`src/rtl/dmem_access_ctrl_if.sv`:
```
// dmem_access_ctrl_if: pipeline, debug and memory-side signals of the data memory controller.
interface dmem_access_ctrl_if;
    logic        p_req, p_we, p_ack, p_err, stall;
    logic [31:0] p_addr, p_wdata, p_rdata;
    logic        d_req, d_we, d_ack, d_err;
    logic [31:0] d_addr, d_wdata, d_rdata;
    logic [31:0] mem_addr, mem_wdata, mem_rdata;
    logic        mem_read, mem_write;
    modport slave (
        input  p_req, p_we, p_addr, p_wdata, d_req, d_we, d_addr, d_wdata, mem_rdata,
        output p_rdata, p_ack, p_err, stall, d_rdata, d_ack, d_err,
               mem_addr, mem_wdata, mem_read, mem_write
    );
    modport master (
        output p_req, p_we, p_addr, p_wdata, d_req, d_we, d_addr, d_wdata, mem_rdata,
        input  p_rdata, p_ack, p_err, stall, d_rdata, d_ack, d_err,
               mem_addr, mem_wdata, mem_read, mem_write
    );
endinterface

```
`src/rtl/dmem_access_ctrl.sv`:
```
// dmem_access_ctrl: arbitrates pipeline and debug ports onto the single-port data memory,
// sequencing fixed read/write latencies and raising the pipeline stall.
module dmem_access_ctrl #(
    parameter int READ_LAT    = 2,
    parameter int WRITE_LAT   = 1,
    parameter int STARVE_MAX  = 4,
    parameter int DEPTH_WORDS = 256
) (
    input logic               clk,
    input logic               rst,
    dmem_access_ctrl_if.slave bus
);
    localparam int SW = $clog2(STARVE_MAX + 1);
    typedef enum logic [1:0] {IDLE, ACCESS, DONE} state_t;
    state_t      state, state_nx;
    logic [SW-1:0] starve_cnt;
    logic [7:0]  cnt;
    logic        gnt_d, we_r, err_r, done;
    logic [31:0] rdata_r;
    logic        req, sel_d, sel_we, sel_err;
    logic [31:0] sel_addr, sel_wdata;
    always_comb begin
        req       = bus.p_req | bus.d_req;
        sel_d     = bus.d_req & (~bus.p_req | (starve_cnt == SW'(STARVE_MAX)));
        sel_we    = sel_d ? bus.d_we : bus.p_we;
        sel_addr  = sel_d ? bus.d_addr : bus.p_addr;
        sel_wdata = sel_d ? bus.d_wdata : bus.p_wdata;
        sel_err   = (sel_addr[1:0] != 2'b00) || ((sel_addr >> 2) >= 32'(DEPTH_WORDS));
    end
    always_ff @(posedge clk) begin
        if (rst) state <= IDLE;
        else     state <= state_nx;
    end
    always_comb begin
        state_nx = state == IDLE   ? (req ? (sel_err ? DONE : ACCESS) : IDLE) :
                   state == ACCESS ? (cnt == 8'd0 ? DONE : ACCESS) : IDLE;
    end
    // Grant-time latch; strobes and mem_addr/mem_wdata are registered here too.
    always_ff @(posedge clk) begin
        if (rst) begin
            starve_cnt    <= '0;
            cnt           <= '0;
            gnt_d         <= 1'b0;
            we_r          <= 1'b0;
            err_r         <= 1'b0;
            rdata_r       <= '0;
            bus.mem_addr  <= '0;
            bus.mem_wdata <= '0;
            bus.mem_read  <= 1'b0;
            bus.mem_write <= 1'b0;
        end else if (state == IDLE && req) begin
            gnt_d         <= sel_d;
            we_r          <= sel_we;
            err_r         <= sel_err;
            rdata_r       <= '0;
            cnt           <= sel_we ? 8'(WRITE_LAT - 1) : 8'(READ_LAT - 1);
            bus.mem_addr  <= sel_addr;
            bus.mem_wdata <= sel_wdata;
            bus.mem_read  <= ~sel_err & ~sel_we;
            bus.mem_write <= ~sel_err & sel_we;
            starve_cnt    <= (sel_d || !bus.d_req) ? '0 :
                             (starve_cnt == SW'(STARVE_MAX)) ? starve_cnt : starve_cnt + SW'(1);
        end else if (state == ACCESS) begin
            cnt <= cnt - 8'd1;
            if (cnt == 8'd0) begin
                bus.mem_read  <= 1'b0;
                bus.mem_write <= 1'b0;
                if (!we_r) rdata_r <= bus.mem_rdata;
            end
        end
    end
    always_comb begin
        done        = state == DONE;
        bus.p_ack   = done & ~gnt_d;
        bus.d_ack   = done & gnt_d;
        bus.p_err   = done & ~gnt_d & err_r;
        bus.d_err   = done & gnt_d & err_r;
        bus.p_rdata = (done & ~gnt_d) ? rdata_r : '0;
        bus.d_rdata = (done & gnt_d) ? rdata_r : '0;
        bus.stall   = bus.p_req & ~(done & ~gnt_d);
    end
endmodule

```
`src/flat_wrapper.sv`:
```
// flat-port wrapper written by rule: the top's interface ports become plain ports
module dmem_access_ctrl_flat 
#(
    parameter int READ_LAT    = 2,
    parameter int WRITE_LAT   = 1,
    parameter int STARVE_MAX  = 4,
    parameter int DEPTH_WORDS = 256
)
  (clk, rst, bus_p_req, bus_p_we, bus_p_addr, bus_p_wdata, bus_d_req, bus_d_we, bus_d_addr, bus_d_wdata, bus_mem_rdata, bus_p_rdata, bus_p_ack, bus_p_err, bus_stall, bus_d_rdata, bus_d_ack, bus_d_err, bus_mem_addr, bus_mem_wdata, bus_mem_read, bus_mem_write);
  dmem_access_ctrl_if bus_i ();
  input logic clk;
  input logic rst;
  input wire logic [$bits(bus_i.p_req)-1:0] bus_p_req;
  input wire logic [$bits(bus_i.p_we)-1:0] bus_p_we;
  input wire logic [$bits(bus_i.p_addr)-1:0] bus_p_addr;
  input wire logic [$bits(bus_i.p_wdata)-1:0] bus_p_wdata;
  input wire logic [$bits(bus_i.d_req)-1:0] bus_d_req;
  input wire logic [$bits(bus_i.d_we)-1:0] bus_d_we;
  input wire logic [$bits(bus_i.d_addr)-1:0] bus_d_addr;
  input wire logic [$bits(bus_i.d_wdata)-1:0] bus_d_wdata;
  input wire logic [$bits(bus_i.mem_rdata)-1:0] bus_mem_rdata;
  output wire logic [$bits(bus_i.p_rdata)-1:0] bus_p_rdata;
  output wire logic [$bits(bus_i.p_ack)-1:0] bus_p_ack;
  output wire logic [$bits(bus_i.p_err)-1:0] bus_p_err;
  output wire logic [$bits(bus_i.stall)-1:0] bus_stall;
  output wire logic [$bits(bus_i.d_rdata)-1:0] bus_d_rdata;
  output wire logic [$bits(bus_i.d_ack)-1:0] bus_d_ack;
  output wire logic [$bits(bus_i.d_err)-1:0] bus_d_err;
  output wire logic [$bits(bus_i.mem_addr)-1:0] bus_mem_addr;
  output wire logic [$bits(bus_i.mem_wdata)-1:0] bus_mem_wdata;
  output wire logic [$bits(bus_i.mem_read)-1:0] bus_mem_read;
  output wire logic [$bits(bus_i.mem_write)-1:0] bus_mem_write;
  assign bus_i.p_req = bus_p_req;
  assign bus_i.p_we = bus_p_we;
  assign bus_i.p_addr = bus_p_addr;
  assign bus_i.p_wdata = bus_p_wdata;
  assign bus_i.d_req = bus_d_req;
  assign bus_i.d_we = bus_d_we;
  assign bus_i.d_addr = bus_d_addr;
  assign bus_i.d_wdata = bus_d_wdata;
  assign bus_i.mem_rdata = bus_mem_rdata;
  assign bus_p_rdata = bus_i.p_rdata;
  assign bus_p_ack = bus_i.p_ack;
  assign bus_p_err = bus_i.p_err;
  assign bus_stall = bus_i.stall;
  assign bus_d_rdata = bus_i.d_rdata;
  assign bus_d_ack = bus_i.d_ack;
  assign bus_d_err = bus_i.d_err;
  assign bus_mem_addr = bus_i.mem_addr;
  assign bus_mem_wdata = bus_i.mem_wdata;
  assign bus_mem_read = bus_i.mem_read;
  assign bus_mem_write = bus_i.mem_write;
  dmem_access_ctrl #(.READ_LAT(READ_LAT), .WRITE_LAT(WRITE_LAT), .STARVE_MAX(STARVE_MAX), .DEPTH_WORDS(DEPTH_WORDS)) u_core (.clk(clk), .rst(rst), .bus(bus_i));
endmodule
```
`config.mk`:
```
export PLATFORM = sky130hd
export DESIGN_NAME = dmem_access_ctrl_flat
export DESIGN_NICKNAME = d
export VERILOG_FILES = /design/src/rtl/dmem_access_ctrl_if.sv /design/src/rtl/dmem_access_ctrl.sv /design/src/flat_wrapper.sv
export SDC_FILE = /design/constraint.sdc
export NUM_CORES = 1
export LEC_CHECK = 0
export CAP_MARGIN = 20
export CORE_MARGIN = 2
export CORE_UTILIZATION = 35
export CTS_BUF_LIST = sky130_fd_sc_hd__clkbuf_16
export CTS_CLUSTER_SIZE = 24
export DETAILED_ROUTE_END_ITERATION = 10
export GPL_TIMING_DRIVEN = 0
export PLACE_DENSITY = 0.77
export SLEW_MARGIN = 10
export SYNTH_ARGS = -nofsm -noshare
export SYNTH_HDL_FRONTEND = slang
export SYNTH_SLANG_ARGS = --single-unit
export TNS_END_PERCENT = 1
```
`constraint.sdc`:
```
create_clock -name clk -period 1.7 [get_ports clk]
set_input_delay 0.17 -clock clk [delete_from_list [all_inputs] [get_ports clk]]
set_output_delay 0.17 -clock clk [all_outputs]
set_load 0.03 [all_outputs]
```
# Yosys cells after proc, flatten, opt, wreduce, memory -nomap -nowiden
# Index checks and enable logic that the tools add are counted.
totals:
  register_bits: 114
  latch_bits: 0
  ram_bits: 0
  rom_bits: 0
  in_bits: 166
  out_inout_bits: 135
  wordCells: 66
  mem_count: 0
op_classes:
  addsub: 2
  n_mul: 0
  n_div: 0
  n_lt_le_gt_ge: 1
  eq_ne: 4
  n_shift: 0
  n_mux: 19
  bitwise_logic: 16
  reduce_logical: 13
ops:
  columns: ["operator", "n"]
  rows:
  - ["32-bit two-way mux", 4]
  - ["30-bit by 9-bit >= comparator with 1-bit output (second input constant)", 1]
  - ["8-bit two-way mux", 2]
  - ["2-bit two-way mux", 5]
  - ["1-bit bitwise AND", 8]
  - ["8-bit zero test", 1]
  - ["8-bit by 1-bit subtractor with 8-bit output (second input constant)", 1]
  - ["1-bit two-way mux", 6]
  - ["3-bit two-way mux", 2]
  - ["1-bit NOT", 6]
  - ["2-bit nonzero test", 3]
  - ["2-bit AND reduction", 2]
  - ["3-bit by 1-bit adder with 3-bit output (second input constant)", 1]
  - ["3-bit equality test (second input constant)", 1]
  - ["3-bit AND reduction", 1]
  - ["2-bit by 1-bit equality test with 1-bit output (second input constant)", 1]
  - ["2-bit equality test (second input constant)", 1]
  - ["2-bit zero test", 1]
  - ["1-bit logical OR", 2]
  - ["2-bit by 1-bit != test with 1-bit output (second input constant)", 1]
  - ["1-bit bitwise OR", 2]
  - ["2-bit OR reduction", 1]
  - ["1-bit logical AND", 1]
  - ["1-bit zero test", 1]

# Logic depth before layout (Yosys ltp)
logic_depth:
  ltp_word: 9
  depth_mapped: 9
  ltp_nobuf: 6

# Least setup slack after synthesis
# No wires, ideal clock.
synth_path:
  path_type: "register to register"
  start: "reg u_core.cnt[3]"
  end: "reg u_core.rdata_r[10]"
  setup_ps: 132
  t_arrival_ps: 1674
  t_required_ps: 1568
  setup_slack_ps: -106
  stages_incl_launch_ff: 7
  path_buffers: 2
  cell_sequence: "dfxtp_1 -> or4_4 -> or4_1 -> buf_2 -> buf_6 -> nand2_1 -> a21oi_1"
synth_between:
  elab_chain_cells: 2
synth_lines:
  columns: ["element", "line", "text"]
  rows:
  - ["start: declaration", "dmem_access_ctrl.sv:17", "logic [7:0] cnt;"]
  - ["start signal: assignment", "dmem_access_ctrl.sv:56", "cnt <= sel_we ? 8'(WRITE_LAT - 1) : 8'(READ_LAT - 1);"]
  - ["start signal: assignment", "dmem_access_ctrl.sv:64", "cnt <= cnt - 8'd1;"]
  - ["8-bit zero test", "dmem_access_ctrl.sv:65", "if (cnt == 8'd0) begin"]
  - ["3-bit AND reduction (no source line)", null, null]
  - ["end signal: assignment", "dmem_access_ctrl.sv:68", "if (!we_r) rdata_r <= bus.mem_rdata;"]
  - ["end: declaration", "dmem_access_ctrl.sv:19", "logic [31:0] rdata_r;"]
# Every way passes these cells.
# A chain may end at the register's enable or synchronous reset.

# Final worst setup path
layout_path:
  start: "reg u_core.state[1]"
  end: "out bus_d_rdata[20]"
layout_between:
  elab_chain_cells: 3
layout_lines:
  columns: ["element", "line", "text"]
  rows:
  - ["start: declaration", "dmem_access_ctrl.sv:15", "state_t state, state_nx;"]
  - ["start signal: assignment", "dmem_access_ctrl.sv:32", "else state <= state_nx;"]
  - ["2-bit equality test", "dmem_access_ctrl.sv:73", "done = state == DONE;"]
  - ["1-bit bitwise AND", "dmem_access_ctrl.sv:79", "bus.d_rdata = (done & gnt_d) ? rdata_r : '0;"]
  - ["32-bit two-way mux", "dmem_access_ctrl.sv:79", null]
  - ["end: declaration", "flat_wrapper.sv:26", "output wire logic [$bits(bus_i.d_rdata)-1:0] bus_d_rdata;"]
# Every way passes these cells.

==> impl_metrics.tcl <==
set metrics [dict create \
    cap_violations 0 \
    drcViolationCount 0 \
    final_util 0.6562 \
    outcome "finished, violations left" \
    crit_required_ns 1.53 \
    ys_types 46 \
    drtIter0Drc 230 \
    die_w_um 127.7 \
    grt_max_degree 17 \
    async_reset_ff_frac 0 \
    powerDensity_nw_per_um2 797.9 \
    irDropWorstVdd_uv 702.2 \
    finalSetupTns_ns -5.633 \
    final-hold-violation-count 0 \
    cp_max_fo 5 \
    gp_congestion 0.8555 \
    synth_most_common_cell "dfxtp_1" \
    initial_core_util 0.3547 \
    netlist_instances 617 \
    fp-row-count 45 \
    io_buffers 299 \
    grt_pass1_vias 5772 \
    violations "negative setup slack" \
    syn_avg_cell_area_um2 8.675 \
    synthesis.area_um2 5353 \
    timing.final.crit_period_ns 1.824 \
    die_y_um 127.7 \
    die-area_um2 16300 \
    dr.pass1.iters 4 \
    cts_sinks 114 \
    core_area_um2 15090 \
    min_to "u_core.starve_cnt[1]" \
    area_growth_syn_to_layout_pct 84.99 \
    root_buffer "clkbuf_16" \
    via_per_inst 4.984 \
    vias 5746 \
    path_class "flip-flop to output pin" \
    synth_flop_cell "dfxtp_1" \
    finalMaxSlewViolations 0 \
    fillers 1285 \
    design_area_um2 9902 \
    ctsHoldBuffers 0 \
    cts.reportedPaths.clkPinSlew_ns 0.05 \
    cts_buffers 17 \
    synth-seq-cells 114 \
    max_freq_ghz 0.5484 \
    syn_nets 786 \
    yosysTopAreaCell "dfxtp_1" \
    hold_depth 3 \
    setup_slack_ns -0.1235 \
    yosys_warnings 0 \
    nets 1123 \
    p_leak_nw 4.090 \
    clock_latency_ns 0.41 \
    tritoncts "yes" \
    synthTopCellsByCount "dfxtp_1, nor2_1, nand2_1" \
    reg2reg_setup_slack_ns -0.09 \
    r2r_start "u_core.cnt[6]" \
    skew_ns 0.007100 \
    drt-total-wl_um 19970 \
    startpoint_type "flip-flop" \
    clock_path_buffers 2 \
    io_pins 301 \
    synthTopCellsByArea "dfxtp_1, mux2i_1, a211oi_1, and2_1, nor2_1" \
    place_hpwl_um 14880 \
    setup_violations 104 \
    hold_class "primary input to flip-flop" \
    dpl_cell_area_um2 8584 \
    grt_first_pass_wirelength_um 30100 \
    antenna_found_initial 0 \
    pre_cts_slack_ns -0.9986 \
    max_slew_margin 0.6256 \
    yosysTopAreaCellShare 0.4264 \
    finalCritPeriodShare 1.073 \
    critPathCaptureType "output pin" \
    diodes 0 \
    r2r-end "u_core.rdata_r[23]" \
    ys_seq_area_frac 0.4264 \
    htree_num_levels 4 \
    globalRouteOverflowTotal 0 \
    synth_edf_count 0 \
    wl_per_cell_um 17.32 \
    worstMarginPinSlew_ns 0.5617 \
    r2r_cells 5 \
    cp.arrival_ns 1.65 \
    hp-start "bus_d_req" \
    holdWs_ns 0.1493 \
    grt_setup_unrepaired "yes" \
    grt_usage 0.2384 \
    ant_nets 0 \
    layout-drive-gt1-share 0.2528 \
]
==> how the worst max path moves through the flow <==
stage | depth (start not counted) | startpoint | to
3_5_place_dp | 5 | u_core.state[1] | bus_p_rdata[15]
2_1_floorplan | 6 | u_core.cnt[4] | u_core.rdata_r[10]
5_1_grt | 7 | u_core.state[1] | bus_d_rdata[18]
6_report | 7 | u_core.state[1] | bus_d_rdata[20]
4_1_cts | 7 | u_core.state[1] | bus_d_rdata[18]
3_3_place_gp | 5 | u_core.state[1] | bus_p_rdata[15]
==> through the flow <==
step / cells / power (mW)
6_report: 1153 / 7.901
5_1_grt: 1153 / 8.204
4_1_cts: 1147 / 7.886
3_5_place_dp: 1104 / 4.670
3_3_place_gp: 1104 / 4.653
2_1_floorplan: 617 / 3.769
==> timing repair <==
action                                  CTS  global route
endpoints found under the hold margin     0             0
gates resized for setup                 582            70
endpoints found under the setup margin  176           181
setup buffers                            11             6
pin swaps                                26            16
gates cloned                              2             2
==> metal layers <==
layer  wire length, um  up-vias  track usage
met5                 0        -            0
met4               356        0      0.08403
met3              1656       30      0.07596
met2             10200      253       0.4350
met1              7757     2620       0.2591
li1                  -     2843            -
==> layout make-up <==
cell class | instances | area, um2 | area share
clock inverters | 13 | 82.58 | 0.008340
repair buffers | 320 | 3283 | 0.3316
multi-input cells | 446 | 3142 | 0.3173
inverters | 6 | 27.53 | 0.002780
plain buffers | 49 | 407.9 | 0.04119
well taps | 188 | 235.2 | 0.02376
clock buffers | 17 | 425.4 | 0.04296
flip-flops and latches | 114 | 2298 | 0.2321
==> where the power goes <==
part	internal, mW	switching, mW
Sequential	2.84	0.0966
Combinational	0.928	0.921
Clock	1.93	1.18
==> cell usage in the layout (no fill, tap or decap), drive strengths merged, types with 14 or more instances in the layout <==
master / Yosys / layout
a211oi: 65 / 65
a21oi: 40 / 40
and2: 66 / 66
buf: 18 / 107
clkbuf: 33 / 48
clkdlybuf4s50: 0 / 229
dfxtp: 114 / 114
mux2i: 66 / 66
nand2: 69 / 69
nor2: 73 / 73
nor4: 14 / 14
==> cells by family after synthesis <==
group | count (synthesis) | synth area share
AOI/OAI and AO/OA | 123 | 0.1545
DFF | 114 | 0.4264
and+or+nand+nor | 251 | 0.2319
buffers and inverters | 57 | 0.05143
muxes | 67 | 0.1255
adders and majority gates | 3 | 0.007013
xor gates and xnor gates | 2 | 0.003273
==> registers in the layout, indices dropped and copies added, names as in the netlist <==
register              flops
u_core.starve_cnt         3
u_core.we_r               1
u_core.gnt_d              1
u_core.cnt                8
u_core.bus.mem_read       1
u_core.rdata_r           32
u_core.state              2
u_core.bus.mem_addr      32
u_core.bus.mem_wdata     32
u_core.err_r              1
u_core.bus.mem_write      1
==> worst max-delay path: stages (launching register included) <==
cell	delay, ns
dfxtp_4	0.38
inv_6	0.05
nor3b_4	0.17
buf_6	0.15
buf_6	0.12
buf_8	0.11
and2_1	0.13
buf_6	0.13
(Power assumes the default switching activity.)
